**src/rtl/hazard_interlock_if.sv**
```systemverilog
`default_nettype none
// +-------------------------------------------------------------------------+
// | hazard_interlock_if : decode-stage hazard/interlock signal bundle       |
// | Rev 1.0                                                                 |
// +-------------------------------------------------------------------------+
interface hazard_interlock_if #(
  parameter int CNT_W = 16
) ();
  logic [4:0]       id_rs;
  logic [4:0]       id_rt;
  logic             id_use_rs;
  logic             id_use_rt;
  logic             id_md;
  logic             ex_load;
  logic [4:0]       ex_wr_rn;
  logic             md_start;
  logic             md_is_div;
  logic             ext_pause;
  logic             cnt_clr;
  logic             pause;
  logic             ex_bubble;
  logic             md_busy;
  logic             md_done;
  logic [CNT_W-1:0] stall_cnt;

  modport slave (
    input  id_rs, id_rt, id_use_rs, id_use_rt, id_md, ex_load, ex_wr_rn,
           md_start, md_is_div, ext_pause, cnt_clr,
    output pause, ex_bubble, md_busy, md_done, stall_cnt
  );

  modport master (
    output id_rs, id_rt, id_use_rs, id_use_rt, id_md, ex_load, ex_wr_rn,
           md_start, md_is_div, ext_pause, cnt_clr,
    input  pause, ex_bubble, md_busy, md_done, stall_cnt
  );
endinterface
`default_nettype wire

```
**src/rtl/hazard_interlock.sv**
```systemverilog
`default_nettype none
// +-------------------------------------------------------------------------+
// | hazard_interlock : load-use / mul-div interlock with stall counter      |
// | Rev 1.0                                                                 |
// +-------------------------------------------------------------------------+
module hazard_interlock #(
  parameter int MUL_CYCLES = 4,
  parameter int DIV_CYCLES = 33,
  parameter int CNT_W      = 16
) (
  input  logic                clk,
  input  logic                rst,
  hazard_interlock_if.slave   bus
);

  localparam int MAX_CYCLES = (MUL_CYCLES > DIV_CYCLES) ? MUL_CYCLES : DIV_CYCLES;
  // A latency of 1 would give a zero-width counter; keep at least one bit.
  localparam int CW = (MAX_CYCLES > 1) ? $clog2(MAX_CYCLES) : 1;
  localparam logic [CW-1:0] MUL_LOAD = CW'(MUL_CYCLES - 1);
  localparam logic [CW-1:0] DIV_LOAD = CW'(DIV_CYCLES - 1);

  typedef enum logic [0:0] {
    IDLE = 1'b0,
    RUN  = 1'b1
  } state_t;

  state_t           state_q, state_d;
  logic [CW-1:0]    cnt_q, cnt_d;
  logic [CNT_W-1:0] stall_cnt_q, stall_cnt_d;
  logic             lu;
  logic             mdh;
  logic             pause;

  always_ff @(posedge clk or negedge rst) begin
    if (!rst) begin
      state_q     <= IDLE;
      cnt_q       <= '0;
      stall_cnt_q <= '0;
    end else begin
      state_q     <= state_d;
      cnt_q       <= cnt_d;
      stall_cnt_q <= stall_cnt_d;
    end
  end

  always_comb begin
    lu = bus.ex_load && (bus.ex_wr_rn != 5'd0) &&
         ((bus.id_use_rs && (bus.id_rs == bus.ex_wr_rn)) ||
          (bus.id_use_rt && (bus.id_rt == bus.ex_wr_rn)));
    mdh   = bus.id_md && (state_q == RUN);
    pause = lu || mdh || bus.ext_pause;
  end

  // The MD unit runs independently of ext_pause; md_start while RUN is ignored.
  always_comb begin
    state_d = state_q;
    cnt_d   = cnt_q;
    case (state_q)
      IDLE: begin
        if (bus.md_start) begin
          state_d = RUN;
          cnt_d   = bus.md_is_div ? DIV_LOAD : MUL_LOAD;
        end
      end
      RUN: begin
        if (cnt_q == '0) begin
          state_d = IDLE;
        end else begin
          cnt_d = cnt_q - CW'(1);
        end
      end
      default: begin
        state_d = IDLE;
        cnt_d   = '0;
      end
    endcase
  end

  always_comb begin
    stall_cnt_d = stall_cnt_q;
    if (bus.cnt_clr) begin
      stall_cnt_d = '0;
    end else if (pause && (stall_cnt_q != '1)) begin
      stall_cnt_d = stall_cnt_q + CNT_W'(1);
    end
  end

  assign bus.pause     = pause;
  assign bus.ex_bubble = (lu || mdh) && !bus.ext_pause;
  assign bus.md_busy   = (state_q == RUN);
  assign bus.md_done   = (state_q == RUN) && (cnt_q == '0);
  assign bus.stall_cnt = stall_cnt_q;

endmodule
`default_nettype wire

```
**src/flat_wrapper.sv**
```systemverilog
// flat-port wrapper written by rule: the top's interface ports become plain ports
module hazard_interlock_flat 
#(
  parameter int MUL_CYCLES = 4,
  parameter int DIV_CYCLES = 33,
  parameter int CNT_W      = 16
)
  (clk, rst, bus_id_rs, bus_id_rt, bus_id_use_rs, bus_id_use_rt, bus_id_md, bus_ex_load, bus_ex_wr_rn, bus_md_start, bus_md_is_div, bus_ext_pause, bus_cnt_clr, bus_pause, bus_ex_bubble, bus_md_busy, bus_md_done, bus_stall_cnt);
  hazard_interlock_if #(.CNT_W(CNT_W)) bus_i ();
  input  logic clk;
  input  logic rst;
  input wire logic [$bits(bus_i.id_rs)-1:0] bus_id_rs;
  input wire logic [$bits(bus_i.id_rt)-1:0] bus_id_rt;
  input wire logic [$bits(bus_i.id_use_rs)-1:0] bus_id_use_rs;
  input wire logic [$bits(bus_i.id_use_rt)-1:0] bus_id_use_rt;
  input wire logic [$bits(bus_i.id_md)-1:0] bus_id_md;
  input wire logic [$bits(bus_i.ex_load)-1:0] bus_ex_load;
  input wire logic [$bits(bus_i.ex_wr_rn)-1:0] bus_ex_wr_rn;
  input wire logic [$bits(bus_i.md_start)-1:0] bus_md_start;
  input wire logic [$bits(bus_i.md_is_div)-1:0] bus_md_is_div;
  input wire logic [$bits(bus_i.ext_pause)-1:0] bus_ext_pause;
  input wire logic [$bits(bus_i.cnt_clr)-1:0] bus_cnt_clr;
  output wire logic [$bits(bus_i.pause)-1:0] bus_pause;
  output wire logic [$bits(bus_i.ex_bubble)-1:0] bus_ex_bubble;
  output wire logic [$bits(bus_i.md_busy)-1:0] bus_md_busy;
  output wire logic [$bits(bus_i.md_done)-1:0] bus_md_done;
  output wire logic [$bits(bus_i.stall_cnt)-1:0] bus_stall_cnt;
  assign bus_i.id_rs = bus_id_rs;
  assign bus_i.id_rt = bus_id_rt;
  assign bus_i.id_use_rs = bus_id_use_rs;
  assign bus_i.id_use_rt = bus_id_use_rt;
  assign bus_i.id_md = bus_id_md;
  assign bus_i.ex_load = bus_ex_load;
  assign bus_i.ex_wr_rn = bus_ex_wr_rn;
  assign bus_i.md_start = bus_md_start;
  assign bus_i.md_is_div = bus_md_is_div;
  assign bus_i.ext_pause = bus_ext_pause;
  assign bus_i.cnt_clr = bus_cnt_clr;
  assign bus_pause = bus_i.pause;
  assign bus_ex_bubble = bus_i.ex_bubble;
  assign bus_md_busy = bus_i.md_busy;
  assign bus_md_done = bus_i.md_done;
  assign bus_stall_cnt = bus_i.stall_cnt;
  hazard_interlock #(.MUL_CYCLES(MUL_CYCLES), .DIV_CYCLES(DIV_CYCLES), .CNT_W(CNT_W)) u_core (.clk(clk), .rst(rst), .bus(bus_i));
endmodule
```
**config.mk**
```make
export PLATFORM = sky130hd
export DESIGN_NAME = hazard_interlock_flat
export DESIGN_NICKNAME = d
export VERILOG_FILES = /design/src/rtl/hazard_interlock_if.sv /design/src/rtl/hazard_interlock.sv /design/src/flat_wrapper.sv
export SDC_FILE = /design/constraint.sdc
export NUM_CORES = 1
export LEC_CHECK = 0
export ABC_AREA = 1
export CAP_MARGIN = 20
export CORE_ASPECT_RATIO = 2
export CORE_UTILIZATION = 30
export CTS_CLUSTER_SIZE = 24
export DETAILED_ROUTE_END_ITERATION = 12
export HOLD_SLACK_MARGIN = 0.06
export PLACE_DENSITY_LB_ADDON = 0.1
export SYNTH_ARGS = -nofsm -noshare
export SYNTH_HDL_FRONTEND = slang
export SYNTH_SLANG_ARGS = --single-unit
```
**constraint.sdc**
```tcl
create_clock -name clk -period 2 [get_ports clk]
set_input_delay 0.4 -clock clk [delete_from_list [all_inputs] [get_ports clk]]
set_output_delay 0.4 -clock clk [all_outputs]
set_load 0.02 [all_outputs]
```
# After elaboration in Yosys (flattened, before gate mapping)
# Cells that the tools add are included.
# W data, S select, Z words.
# word_totals
reg_bits	23
output_inout_bits	20
inputBits	25
elab_cells	36
# classes
addsub	2
bitwise	1
mux	9
eq_ne	5
reduce_logical	16
# op_table
cell	count
$mux W16	2
$mux W6	3
$add A16 B1 Y16 const B	1
$ne A16 B16 Y1 const B	1
$pmux W6 S2	1
$eq A5 B5 Y1	2
$logic_and A1 B1 Y1	8
$logic_not A6 Y1	1
$sub A6 B1 Y6 const B	1
$reduce_bool A5 Y1	1
$ne A2 B2 Y1 const B	2
$logic_or A1 B1 Y1	3
$mux W1	2
$pmux W1 S2	1
$reduce_and A2 Y1	1
$reduce_bool A2 Y1	1
$logic_not A1 Y1	1
$not A1 Y1	1

# Logic depth before layout (Yosys ltp)
# Gate-level depths: netlist (run 1).
# depth
depth_word	9
mapped_depth	12

# Least setup slack after synthesis (run 1)
# No wires, ideal clock.
# synth_path
path_kind	reg2reg
startpoint	register u_core.stall_cnt_q[0], in the netlist u_core.bus.stall_cnt[0]
endpoint	register u_core.stall_cnt_q[8], in the netlist u_core.bus.stall_cnt[8]
path_slack_ns	0.267
synth_period_minus_slack_ns	1.733
t_arrival_ns	1.668
path_stages_with_launch	11
n_path_buf	1
cell_sequence	dfrtp_1 -> ha_1 -> nand3_1 -> inv_2 -> nand4_2 -> nor2_4 -> nand3_4 -> nand2_4 -> buf_12 -> nand3_1 -> nand2_1
# synth_between
elab_chain_cells	3
word_cells_on_any_way	6
classes_between	1 x add/sub; 1 x eq/ne; 2 x mux; 2 x reduce/logical
# synth_lines
item	line_no	text
start, declared	hazard_interlock.sv:29	logic [CNT_W-1:0] stall_cnt_q, stall_cnt_d;
start signal, assigned	hazard_interlock.sv:42	stall_cnt_q <= stall_cnt_d;
$add A16 B1 Y16 or $ne A16 B16 Y1 (tied branches)	hazard_interlock.sv:84, hazard_interlock.sv:83	
$mux W16 or $logic_and A1 B1 Y1 (tied branches)	hazard_interlock.sv:83	end else if (pause && (stall_cnt_q != '1)) begin
$mux W16 or $reduce_bool A2 Y1 (tied branches)	-	
# Several ways; a longest one is shown, not always the timed one. The select of a mux whose other input is x is not followed.
# A chain may end at the register's enable or synchronous reset.

# Final worst setup path (run 1)
# layout_path
startpoint	input bus_ex_wr_rn[1]
endpoint	output bus_ex_bubble
# layout_between
elab_chain_cells	6
word_cells_on_any_way	10
classes_between	2 x eq/ne; 8 x reduce/logical
# layout_lines
item	line_no	text
start, declared	flat_wrapper.sv:18	input wire logic [$bits(bus_i.ex_wr_rn)-1:0] bus_ex_wr_rn;
$eq A5 B5 Y1, on equally long branches	hazard_interlock.sv:48, hazard_interlock.sv:49	
$logic_and A1 B1 Y1, on equally long branches	hazard_interlock.sv:48, hazard_interlock.sv:49	
$logic_or A1 B1 Y1	hazard_interlock.sv:48	((bus.id_use_rs && (bus.id_rs == bus.ex_wr_rn)) ||
$logic_and A1 B1 Y1 *	hazard_interlock.sv:47	lu = bus.ex_load && (bus.ex_wr_rn != 5'd0) &&
$logic_or A1 B1 Y1 *	hazard_interlock.sv:89	assign bus.ex_bubble = (lu || mdh) && !bus.ext_pause;
$logic_and A1 B1 Y1 *	hazard_interlock.sv:89	
end, declared	flat_wrapper.sv:24	output wire logic [$bits(bus_i.ex_bubble)-1:0] bus_ex_bubble;
# Mark *: on every way between the ends. The rest lies on a longest branch, timed or not.

==> run metrics, run 1 <==
final cell utilization of the core between 40% and 50%; number of antenna violations at the first check in global routing 0; setup repair after global routing missed its margin no; crit path from bus_ex_wr_rn[1]; clock transition time at the flip-flop clock pins of the worst setup and hold paths 0.07 ns; vias in the first global route 1759; endpoint arrival time on the critical path 1.53 ns; data required time at the worst endpoint 1.60 ns; logic depth of the worst register-to-register path 9; largest clock skew in the final design 0.003948 ns; Sinks on Clock Net 23; layout cells sized above 1 between 10 and 15%; CP Capture Type output pin; DR pass1 iterations 4; All-Layer GR Usage 16.34%; Synth Register Bits 23; beginning of the worst register-to-register path u_core.cnt_q[1]; area grow syn2layout 36.13%; total congestion overflow 0; end point of the critical path bus_ex_bubble; r2r setup slk between 0.15 and 0.2 ns; final routed wirelength across all metal layers 4764 µm; CTS Buffer Depth 2; top routing layer in use met4; input/output buffers 44; crit path time final 1.931 ns; fin nets 334; pre-CTS setup slack -0.7218 ns; Synthesized Nets about 280; detailed-placement wirelength estimate 3643 µm; maximum clock frequency 517.8 MHz; gpl congestion 0.7649; worst slew margin relative to its limit 75.81%; slew at the pin closest to its max-slew limit about 0.36 ns; Worst Hold Slack a little under 0.5 ns; count of pins over their slew limit 0; Die Span Y 109.9 µm; CTS Hold Bufs 0; final worst-path cycle share 96.56%; total CTS buffers 3; DRT iter0 DRCs 44; class of the tightest hold or removal check in2async; max capacitance violation total 0; synth unique cells 26; Cell Rows 39; Setup-failing EPs final 0; floorplan die width ~56 µm; Cell Area, Synth between 1500 and 2000 µm²; total DRC errors in the routed layout 0; critical path peak fanout 2; Mapped Cells 248; total via count after detailed routing 1776; Fin. Hold Viols 0; CP Class in2out; Die ar. just over 6000 µm²; source-to-sink clock delay at the later pin of the worst-skew pair 0.27 ns; CTS Root Buffer Type clkbuf_16; number of vias per cell after detailed routing 4.839; CTS tree yes; Inserted Diodes 0; Peak supply drop about 450 µV; Top-Level Pins 45; number of nets still failing antenna checks after routing 0; run status complete, no violations; post-CTS setup buffers 0; design area approximately 2400 µm²; Final Instance Count excl. Fillers 367; Post-DP Area 2296 µm²; worst r2r dst u_core.cnt_q[4]; H-tree levels 1; fraction of the yosys area taken by sequential cells approximately a third; routed wl met2 2876 µm; slack of the critical path 0.06889 ns; area of the core region 5660 µm²; warning count from the yosys run 0; Critical Path Start Type input pin; starting density of the core 30.84%; global-route wire length before repair 7569 µm; Routed met1 length 1633 µm; Syn Area/Cell 7.038 µm²; met3 WL post-DR between 100 and 150 µm; instance count after placement with tap cells included 363; detail-routed net length per standard cell around 13 µm; power density normalized to cell area 721.6 nW/µm²; pin count of the biggest net entering global routing 32; leakage dissipation 1.293 nW
sequential cells by signal, summed over array words and instances (netlist names):
| register | cells |
|---|---|
| u_core.bus.stall_cnt | 16 |
| u_core.bus.md_busy | 1 |
| u_core.cnt_q | 6 |
critical path, cell delays in order:
cell and delay, ns:
dlygate4sd2_1 0.24, buf_4 0.14, nand2_2 0.05, nand2_1 0.05, nor2_2 0.12, nand3_1 0.09, nand2_1 0.08, nand2_2 0.07
a21oi_4 0.15, buf_6 0.14
power breakdown:
part | switching, W | internal [W] | total [W]
Clock | 0.000200 | 0.000273 | 0.000472
Combinational | 0.000362 | 0.000286 | 0.000648
Sequential | 0.0000485 | 0.000546 | 0.000595
Total | 0.000610 | 0.00110 | 0.00171
synth_stat cells (all sizes together):
cell    count  share of area (%)
o21ai       7                2.0
ha          2                1.4
a22oi       2               0.86
nor2       22                5.6
nand4      17                6.5
inv        49                 11
clkbuf      4                3.2
a21oi       4                1.4
xor2       12                6.0
o211ai      1               0.43
nor3b       1               0.43
nand3b      1               0.43
dfrtp      23                 33
nor3        5                1.4
or2         1               0.36
buf         2                1.8
nand2      67                 15
nand3      28                9.9
worst min path at each step:
| stage | startpoint | endpoint | slack [ns] |
|---|---|---|---|
| after floorplan | rst | u_core.bus.md_busy | 0.10 |
| after global placement | u_core.bus.stall_cnt[5] | u_core.bus.stall_cnt[5] | 0.54 |
| after detailed placement | u_core.bus.stall_cnt[6] | u_core.bus.stall_cnt[6] | 0.55 |
| after CTS | rst | u_core.bus.stall_cnt[3] | 0.51 |
| after global routing | rst | u_core.bus.stall_cnt[3] | 0.54 |
| final | rst | u_core.bus.stall_cnt[3] | 0.49 |
per-stage QoR:
stage               total power, W  setup TNS [ns]
detailed placement        0.001264          -5.986
finish                    0.001715               0
floorplan                0.0009892               0
global route              0.001836               0
global placement          0.001260          -6.459
CTS                       0.001733               0
final cells by class:
type / instances / area (µm²)
fill: 624 / 3284
multi-input combinational: 170 / 920.9
sequential: 23 / 575.6
timing repair buffer: 60 / 536.8
inverter: 49 / 183.9
tap: 61 / 76.32
clock buffer: 3 / 75.07
clock inverter: 1 / 7.507
layer usage:
metal	track usage [%]	up-vias
met1	13.85	836
met2	34.60	35
met3	1.765	7
met4	10.10	0
li1	-	898
met5	0	-
placed cells by master, fill, tap and decap left out, types with 2 or more instances in the layout:
cell / n
inv_1: 46
ha_1: 2
nor2_1: 18
xor2_1: 12
buf_2: 2
a21oi_1: 2
o21ai_0: 7
buf_4: 16
a22oi_1: 2
nand3_1: 23
nand4_1: 16
nand2_2: 2
inv_2: 3
nor2_2: 2
nand3_2: 4
dlygate4sd2_1: 14
nand2_1: 64
clkdlybuf4s50_1: 26
clkbuf_16: 3
dfrtp_1: 23
nor3_1: 5
nor2_4: 2
logic make-up after synthesis:
logic type               share of synthesized area [%]
XOR/XNOR                                         6.021
AO/OA/AOI/OAI                                    4.659
adder cells (fa/ha/maj)                          1.433
buffers and inverters                            15.48
AND/OR/NAND/NOR                                  39.43
flip-flops                                       32.97
what timing repair did:
action / in CTS / in global routing
pin swaps: 9 / 6
endpoints found under the hold margin: 0 / 0
gates resized for setup: 33 / 3
setup endpoints to repair: 7 / 2
Power figures use the tool's default switching activity.
==> run 2, diff against run 1 <==
PLACE_DENSITY_LB_ADDON = 0.05   (was 0.1)
SLEW_MARGIN = 0   (was not set)
==> run metrics, run 2 (synthesis gave the netlist of run 1 again) <==
Die ar. a little over 6000 µm²; Inserted Diodes 0; Critical Path Start Type input pin; final worst-path cycle share 93.86%; Post-DP Area 2323 µm²; setup repair after global routing missed its margin no; CP Class in2out; most common library cell in the layout ignoring fill and taps nand2_1; CTS Root Buffer Type clkbuf_16; max capacitance violation total 0; Cell Rows 39; Setup-failing EPs final 0; final routed wirelength across all metal layers 4751 µm; worst slew margin relative to its limit 74.03%; area of the core region 5660 µm²; source-to-sink clock delay at the later pin of the worst-skew pair 0.26 ns; maximum clock frequency between 500 and 600 MHz; total congestion overflow 0; fin nets around 340; logic depth of the worst register-to-register path 10; global-route wire length before repair 7500 µm; total CTS buffers 3; All-Layer GR Usage 15.95%; CP peak stage delay 0.25 ns; vias in the first global route 1614; gpl congestion just under 0.8; number of antenna violations at the first check in global routing 0; Fin. Hold Viols 0; instance count after placement with tap cells included 365; count of pins over their slew limit 0; Top-Level Pins 45; beginning of the worst register-to-register path u_core.cnt_q[1]; data required time at the worst endpoint around 1.6 ns; endpoint arrival time on the critical path 1.48 ns; floorplan die width between 50 and 60 µm; worst r2r dst u_core.cnt_q[2]; DR pass1 iterations 4; clock transition time at the flip-flop clock pins of the worst setup and hold paths about 0.07 ns; FILL cells around 630; leakage dissipation approximately 1.3 nW; class of the tightest hold or removal check in2async; H-tree levels 1; run status complete, no violations; detailed-placement wirelength estimate roughly 3600 µm; CTS Buffer Depth 2; end point of the critical path bus_ex_bubble; pin count of the biggest net entering global routing 32; slew at the pin closest to its max-slew limit 0.3865 ns; max reg flops 16; Setup TNS 0 ns; total via count after detailed routing 1730; Final Instance Count excl. Fillers 369; crit path from bus_ex_wr_rn[0]; power density normalized to cell area slightly above 700 nW/µm²; Critical-path top delay cell clkdlybuf4s15_1; top library cells by usage in the layout, fill and taps aside 65 x nand2_1, 45 x inv_1, 24 x clkdlybuf4s50_1; crit path time final around 1.9 ns; CTS tree yes; CP Capture Type output pin; area grow syn2layout 37.85%; Die Span Y 109.9 µm; DRT iter0 DRCs 42; number of nets still failing antenna checks after routing 0; final cell utilization of the core 42.51%; critical path, cell by cell clkdlybuf4s15_1 -> inv_1 -> nand2_1 -> nand2_1 -> nor2_1 -> nand3_1 -> nand2_1 -> nand2_2 -> a21oi_2 -> buf_6; total DRC errors in the routed layout 0; detail-routed net length per standard cell 12.88 µm; Sinks on Clock Net 23; largest clock skew in the final design between 0.002 and 0.0025 ns; layout cells sized above 1 ~15%; starting density of the core 30.84%; Peak supply drop 495.4 µV; r2r setup slk 0.22 ns; number of vias per cell after detailed routing 4.688; critical path peak fanout 4; input/output buffers 44; design area 2406 µm²; cell repeated most along the worst path nand2_1; post-CTS setup buffers 0
## run 2: layout make-up
cell class	count	area [µm²]	share of cell area (%)
tap	61	76.32	3.172
multi-input combinational	170	914.6	38.01
sequential	23	575.6	23.92
clock buffer	3	75.07	3.120
inverter	49	183.9	7.644
timing repair buffer	62	575.6	23.92
clock inverter	1	5.005	0.2080
## run 2: worst min path at each step
stage / from / cells past startpoint / end
finish: rst / 2 / u_core.bus.stall_cnt[4]
global route: rst / 2 / u_core.bus.stall_cnt[4]
CTS: rst / 2 / u_core.bus.stall_cnt[3]
detailed placement: u_core.bus.stall_cnt[6] / 2 / u_core.bus.stall_cnt[6]
global placement: u_core.bus.stall_cnt[5] / 2 / u_core.bus.stall_cnt[5]
floorplan: rst / 0 / u_core.bus.md_busy
## run 2: power by group
part           leakage (nW)  switching (W)  internal (W)  total [W]
clock network        0.0409       0.000185      0.000270   0.000455
logic                 0.977       0.000368      0.000295   0.000663
registers             0.304      0.0000490      0.000546   0.000595
total                  1.32       0.000602       0.00111    0.00171
## run 2: critical path: cells and delay by family
family / cells / cell delay (ns)
buffers and inverters: 3 / 0.47
AND/OR/NAND/NOR: 6 / 0.44
AO/OA/AOI/OAI: 1 / 0.16
## run 2: what timing repair did
| action | CTS | global route |
|---|---|---|
| pin swaps | 13 | 5 |
| endpoints found under the setup margin | 19 | 4 |
| resized for setup | 35 | 9 |
| hold buffers | 0 | 0 |
## run 2: per-layer routing
metal / wire length [µm] / GRT usage (%) / part of all wire [%]
met1: 1741 / 15.77 / 37
met2: 2819 / 33.39 / 59
met3: 146 / 2.471 / 3.1
met4: 44 / 4.181 / 0.93
met5: 0 / 0 / 0
## run 2: per-stage QoR
stage	hold slack [ns]	setup slack [ns]	total power, W
final	0.4971	0.1229	0.001713
after detailed placement	0.5454	-0.7149	0.001278
after global routing	0.5470	0.01056	0.001854
after CTS	0.5140	0.008725	0.001733
after floorplan	0.1044	0.2668	0.0009892
after global placement	0.5301	-0.7061	0.001281
